$ cat config.mk
export PLATFORM = sky130hd
export DESIGN_NAME = cell_hist_accum
export DESIGN_NICKNAME = d
export VERILOG_FILES = /design/src/rtl/cell_hist_accum.sv
export SDC_FILE = /design/constraint.sdc
export NUM_CORES = 2
export LEC_CHECK = 0
export CORE_MARGIN = 5
export CORE_UTILIZATION = 55
export CTS_BUF_LIST = sky130_fd_sc_hd__clkbuf_8 sky130_fd_sc_hd__clkbuf_16
export CTS_CLUSTER_DIAMETER = 120
export DETAILED_ROUTE_END_ITERATION = 7
export HOLD_SLACK_MARGIN = 0.02
export PLACE_DENSITY = 0.84
export SLEW_MARGIN = 20
export SYNTH_ARGS = -nofsm -noshare
export SYNTH_HDL_FRONTEND = slang
export SYNTH_SLANG_ARGS = --single-unit
$ cat constraint.sdc
create_clock -name clk -period 13.45 [get_ports clk]
set_clock_uncertainty 0.1 [all_clocks]
set_input_delay 2.0175 -clock clk [delete_from_list [all_inputs] [get_ports clk]]
set_output_delay 2.0175 -clock clk [all_outputs]
set_load 0.1 [all_outputs]
$ cat src/rtl/cell_hist_accum.sv
// Accumulates raster (bin, magnitude) votes into one 9-bin histogram per HOG cell,
// keeping a partial histogram per cell column and emitting each finished cell in raster order.
module cell_hist_accum #(
  parameter int IMAGE_WIDTH        = 64,
  parameter int IMAGE_HEIGHT       = 480,
  parameter int CELL_ROW_PIXELS    = 8,
  parameter int CELL_COLUMN_PIXELS = 8,
  parameter int BIN_WIDTH          = 14,
  parameter int BINS               = 9,
  parameter int MAG_WIDTH          = 8,
  parameter int HISTOGRAM_WIDTH    = BIN_WIDTH*(BINS+1)
) (
  input  logic                       clk,
  input  logic                       rst,
  input  logic                       in_valid,
  output logic                       in_ready,
  input  logic [3:0]                 bin_index,
  input  logic [MAG_WIDTH-1:0]       magnitude,
  output logic                       out_valid,
  input  logic                       out_ready,
  output logic [HISTOGRAM_WIDTH-1:0] cell_histogram,
  output logic                       out_last
);

  localparam int NUM_CX = IMAGE_WIDTH / CELL_ROW_PIXELS;
  localparam int XW     = (IMAGE_WIDTH  > 1) ? $clog2(IMAGE_WIDTH)  : 1;
  localparam int YW     = (IMAGE_HEIGHT > 1) ? $clog2(IMAGE_HEIGHT) : 1;
  localparam logic [XW-1:0] X_LAST = XW'(IMAGE_WIDTH - 1);
  localparam logic [YW-1:0] Y_LAST = YW'(IMAGE_HEIGHT - 1);

  // Slot BINS holds the running sum of every accepted magnitude.
  typedef logic [BINS:0][BIN_WIDTH-1:0] hist_t;

  hist_t         partial [NUM_CX];
  hist_t         cur;
  hist_t         updated;
  logic [XW-1:0] x;
  logic [YW-1:0] y;
  logic [XW-1:0] cx;
  logic          accept;
  logic          col_end;
  logic          row_end;
  logic          complete;
  logic          frame_end;
  logic          bin_ok;

  function automatic logic [BIN_WIDTH-1:0] sat_add(input logic [BIN_WIDTH-1:0] a,
                                                   input logic [MAG_WIDTH-1:0] m);
    logic [BIN_WIDTH:0] s;
    s = {1'b0, a} + (BIN_WIDTH+1)'(m);
    return s[BIN_WIDTH] ? '1 : s[BIN_WIDTH-1:0];
  endfunction

  assign in_ready  = !out_valid || out_ready;
  assign accept    = in_valid && in_ready;
  assign cx        = x / XW'(CELL_ROW_PIXELS);
  assign col_end   = (x % XW'(CELL_ROW_PIXELS)) == XW'(CELL_ROW_PIXELS - 1);
  assign row_end   = (y % YW'(CELL_COLUMN_PIXELS)) == YW'(CELL_COLUMN_PIXELS - 1);
  assign complete  = accept && col_end && row_end;
  assign frame_end = (x == X_LAST) && (y == Y_LAST);
  assign bin_ok    = bin_index < 4'(BINS);

  // Partial histogram of the current column with this vote folded in.
  always_comb begin
    cur = '0;
    for (int c = 0; c < NUM_CX; c++) begin
      if (cx == XW'(c)) cur = partial[c];
    end
    updated = cur;
    if (bin_ok) begin
      updated[bin_index] = sat_add(cur[bin_index], magnitude);
      updated[BINS]      = sat_add(cur[BINS], magnitude);
    end
  end

  always_ff @(posedge clk) begin
    if (rst) begin
      x              <= '0;
      y              <= '0;
      out_valid      <= 1'b0;
      out_last       <= 1'b0;
      cell_histogram <= '0;
      for (int c = 0; c < NUM_CX; c++) partial[c] <= '0;
    end else begin
      if (out_valid && out_ready) out_valid <= 1'b0;
      if (accept) begin
        if (x == X_LAST) begin
          x <= '0;
          y <= (y == Y_LAST) ? '0 : y + YW'(1);
        end else begin
          x <= x + XW'(1);
        end
        for (int c = 0; c < NUM_CX; c++) begin
          if (cx == XW'(c)) partial[c] <= complete ? '0 : updated;
        end
      end
      // A completion can only be accepted when the output register is free or draining.
      if (complete) begin
        cell_histogram <= updated;
        out_valid      <= 1'b1;
        out_last       <= frame_end;
      end
    end
  end

endmodule

## Yosys cells after proc, flatten, opt, wreduce, memory -nomap -nowiden

Memories as Yosys holds them, arrays and structs flattened.
Index checks and enable logic that the tools add are counted.

- Add/subtract/negate cells: 4
- Multipliers: 0
- Divide/modulo/power cells: 0
- Magnitude comparators: 3
- Equality and inequality tests: 11
- Shift operators: 0
- Muxes and demuxes: 63
- Bitwise operators: 8
- Reduce and logical (&&, ||, !) cells: 11

Operator list:

| cell | count |
|---|---|
| $mux 140 | 18 |
| $bwmux 140 | 1 |
| $bmux 14 s4 | 1 |
| $demux 14 s4 | 1 |
| $mux 14 | 4 |
| $mux 1 | 36 |
| $add 14x8->15 | 2 |
| $eq 3x3->1 const B | 6 |
| $add 9x1->9 const B | 1 |
| $eq 9x9->1 const B | 1 |
| $mux 9 | 1 |
| $or 1x1->1 | 8 |
| $add 6x1->6 const B | 1 |
| $eq 3x2->1 const B | 2 |
| $eq 6x6->1 const B | 1 |
| $logic_and 1x1->1 | 6 |
| $logic_not 6->1 | 1 |
| $mux 6 | 1 |
| $lt 4x5->1 const B | 1 |
| $ge 4x1->1 const B | 1 |
| $lt 4x4->1 const B | 1 |
| $eq 3x1->1 const B | 1 |
| $reduce_and 2->1 | 1 |
| $reduce_bool 2->1 | 1 |
| 2 further kinds | 2 |

- Bits in registers: 157
- Latch bits: 0
- Bits in writable memories: 1,120
- Memory bits (read-only): 0
- Output and inout bits: 143
- Logic and storage cells: 106
- Memories: 1

Memory list:

| name | depth | bits a word | read ports | clocked after Yosys merged registers in | write ports | RTL line | RTL |
|---|---|---|---|---|---|---|---|
| partial | 8 | 140 | 8 | 0 | 8 | 34 | `hist_t partial [NUM_CX];` |

## Longest topological paths before layout

- Depth after elaboration: 17
- Mapped depth: 31
- Mapped depth without buffers: 20

## Least setup slack after synthesis

No wires, ideal clock.

- Kind: input to register
- From: in out_ready
- To: mem partial[1][280] (netlist name), enable pin
- Arrival: 9.913 ns
- Path slack: 2.768 ns
- Stages on the path: 5
- Buffers on the path: 1
- Cell sequence: nand2b_1 -> and2_1 -> clkbuf_1 -> nand2_1 -> o21bai_1

RTL lines:

| item | RTL line | RTL |
|---|---|---|
| start, declared | 20 | `input logic out_ready,` |
| end, declared | 34 |  |

==> impl_metrics.json <==
{
  "h-tree-depth": 4,
  "final.period_utilization_pct": 63.6,
  "crit_top_cell": "o21ai_0",
  "drive_gt1_share_pct": 11.1,
  "final_cell_mix": "1,120 x edfxtp_1, 849 x nor2_1, 305 x nand2_1",
  "grt_pass1_vias": 44400,
  "clk_path_buf_depth": 3,
  "vias_per_cell": 7.07,
  "reg2reg_slack_ns": 4.90,
  "cpLargestDelayFamily": "compound AO/OA/AOI/OAI gates",
  "synth_edf_count": 1120,
  "start_util_pct": 55.2,
  "setup_viol": 0,
  "stdcell_area_mm2": 0.0649,
  "cp_cell_sequence": "buf_4, buf_12, buf_4, o21ai_0, o211ai_1, o221ai_1, a21o_1, mux2_2, a221oi_1, o21ai_0, a21oi_1, ha_1, o21ai_0, nor2_1, or3_1, a21oi_1, nor3_1, nand3_1, o31ai_2, a31oi_1, nor2_1",
  "cts.repair.resized": 0,
  "avgSynthCellArea_um2": 11.9,
  "holdCritStartpoint": "cell_histogram[96]",
  "reg2reg_from": "x[4]",
  "clock_sinks": 1277,
  "syn_nets": 4905,
  "slew_headroom_pct": 13.0,
  "critPathSlowestCell": "o31ai_2",
  "place_congestion": 0.903,
  "track_usage_pct": 32.6,
  "syn-cell-area_mm2": 0.0579,
  "violations": "DRC",
  "worstSetupEndpointType": "flop",
  "drc": 7,
  "multiInputGateArea_mm2": 0.0193,
  "num_vias": 44900,
  "routedWlPerCell_um": 29.7,
  "fmax_mhz": 117,
  "crit_path_start": "x[4]",
  "yosys_warnings": 0,
  "layout_commonest_cell": "edfxtp_1",
  "grt_max_degree": 237,
  "power_leakage_nw": 23.1,
  "crit_path_max_fanout": 131,
  "firstDrtPassIters": 8,
  "fill_cells": 7364,
  "overflow": 0,
  "tns_ns": 0,
  "cts_buffers": 130,
  "grt_antenna_before_repair": 8,
  "core_mm2": 0.105,
  "synthFlopType": "edfxtp_1",
  "grt_pass1_wl_mm": 276,
  "num-nets-final": 4895,
  "power.density_mw_per_mm2": 136,
  "drt_iter0_markers": 8526,
  "routed_wl_mm": 189,
  "hold_path.class": "flop to flop",
  "cts_root_buf": "clkbuf_16",
  "cts_tree": "built",
  "arrival_ns": 9.02,
  "ys_ff_latch": 1277,
  "holdBufCountCts": 0,
  "postCtsSetupBuffers": 0,
  "vdd_drop_max_mv": 0.138,
  "clk_pin_slew_ns": 0.06,
  "die_x_um": 335,
  "min_period_ns": 8.55,
  "status": "finished, violations left",
  "dp_hpwl_mm": 104,
  "slew_viol_final": 0,
  "ant_nets": 0,
  "synth.yosys.seq_area_share_pct": 63.5,
  "numPortBuffers": 158,
  "clk_latency_ns": 0.77,
  "cp.required_ns": 13.92,
  "area_growth_pct": 12.0,
  "critPathKind": "flop to flop",
  "synthArstFlopShare_pct": 0,
  "rows": 119,
  "ios": 159,
  "synthDistinctLibCells": 95,
  "dieArea_mm2": 0.112,
  "regArea_mm2": 0.0368,
  "crit_path_start_kind": "flop",
  "synth_cells": 4867,
  "path_buf_inv": 3,
  "dieHeight_um": 335,
  "hold_viol": 0,
  "worstMarginPinSlew_ns": 1.29,
  "place_area_mm2": 0.0606,
  "rsz0062_at_grt": "no",
  "max_stage_delay_ns": 1.03,
  "drv_cap": 0
}
==> power breakdown <==
group | switching (mW) | total [mW] | internal [mW]
combinational | 0.490 | 0.641 | 0.150
clock | 1.54 | 3.63 | 2.09
sequential | 0.0484 | 4.52 | 4.47
==> logic make-up (layout without fill, tap and decap cells) <==
kind of cell	count (synthesis)	in the layout	share of synthesized area (%)
flops	1277	1277	63.5
compound gates	1093	1093	12.6
mux	323	323	7.01
other cells	0	7	0
xor+xnor	16	16	0.242
simple gates	1645	1645	12.5
fa+ha+maj	22	22	0.501
buf+inv	491	585	3.61
==> flip-flops by register name, summed over array words and instances (netlist names) <==
register / cells
x: 6
y: 9
cell_histogram: 140
out_valid: 1
out_last: 1
partial: 1120
==> metrics by stage <==
stage / setup WS [ns] / std cells / util (%) / hold slack [ns] / power [mW]
2_1_floorplan: 2.77 / 4867 / - / 0.349 / 4.97
3_3_place_gp: 5.62 / 6116 / 57.7 / 0.331 / 5.17
3_5_place_dp: 5.40 / 6116 / 57.7 / 0.341 / 5.19
4_1_cts: 5.28 / 6352 / 61.8 / 0.358 / 8.73
5_1_grt: 4.69 / 6352 / 61.8 / 0.374 / 8.97
6_report: 4.90 / 6359 / 61.8 / 0.353 / 8.79
==> cells in the mapped netlist (all sizes together) (30+ instances only) <==
cell type | n | area [µm²]
mux2 | 91 | 1020
a211oi | 39 | 298
o22ai | 43 | 269
a22o | 36 | 315
nor3 | 121 | 611
a22oi | 49 | 368
buf | 134 | 753
a221oi | 80 | 701
a21oi | 251 | 1280
a21o | 30 | 225
and2 | 68 | 425
and3 | 113 | 707
clkbuf | 267 | 1000
nand2 | 316 | 1190
o211ai | 127 | 983
o21ai | 262 | 1320
mux4 | 56 | 1270
a31oi | 34 | 238
edfxtp | 1120 | 33600
mux2i | 176 | 1770
nor2 | 861 | 3250
nand3 | 57 | 305
o221ai | 33 | 289
dfxtp | 157 | 3140
inv | 90 | 338
==> worst register-to-register path, stage by stage (launching register included) <==
cell	delay, ns
dfxtp_4	0.74
buf_4	0.65
buf_12	0.66
buf_4	0.82
o21ai_0	0.20
o211ai_1	0.21
o221ai_1	0.19
a21o_1	0.26
mux2_2	0.28
a221oi_1	0.32
o21ai_0	0.14
a21oi_1	0.21
ha_1	0.19
o21ai_0	0.09
nor2_1	0.24
or3_1	0.19
a21oi_1	0.07
nor3_1	0.37
nand3_1	0.71
o31ai_2	1.03
a31oi_1	0.46
nor2_1	0.27
==> layout make-up <==
class	count	share of cell area, %
inverters	90	0.526
clock inverters	91	1.17
repair buffers	259	3.71
well taps	1391	2.68
clock buffers	145	5.42
flip-flops and latches	1277	56.7
diodes	7	0.0270
multi-input cells	3099	29.8
==> per-layer routing <==
layer  wire length [µm]  share of wire [%]  vias to the layer above  track usage, %
met2              81300                 43                     4616            48.7
li1                   -                  -                    18200               -
met4              12200                6.4                        4            17.2
met1              59900                 32                    21100            41.2
met5                 49              0.026                        -               0
met3              35400                 19                     1020            13.0
==> final timing paths <==
kind                   endpoint  depth (start not counted)
min reg2reg  cell_histogram[96]                          2
max reg2reg     partial[1][291]                         21
max             partial[1][291]                         21
min          cell_histogram[96]                          2
Power figures use the tool's default switching activity.
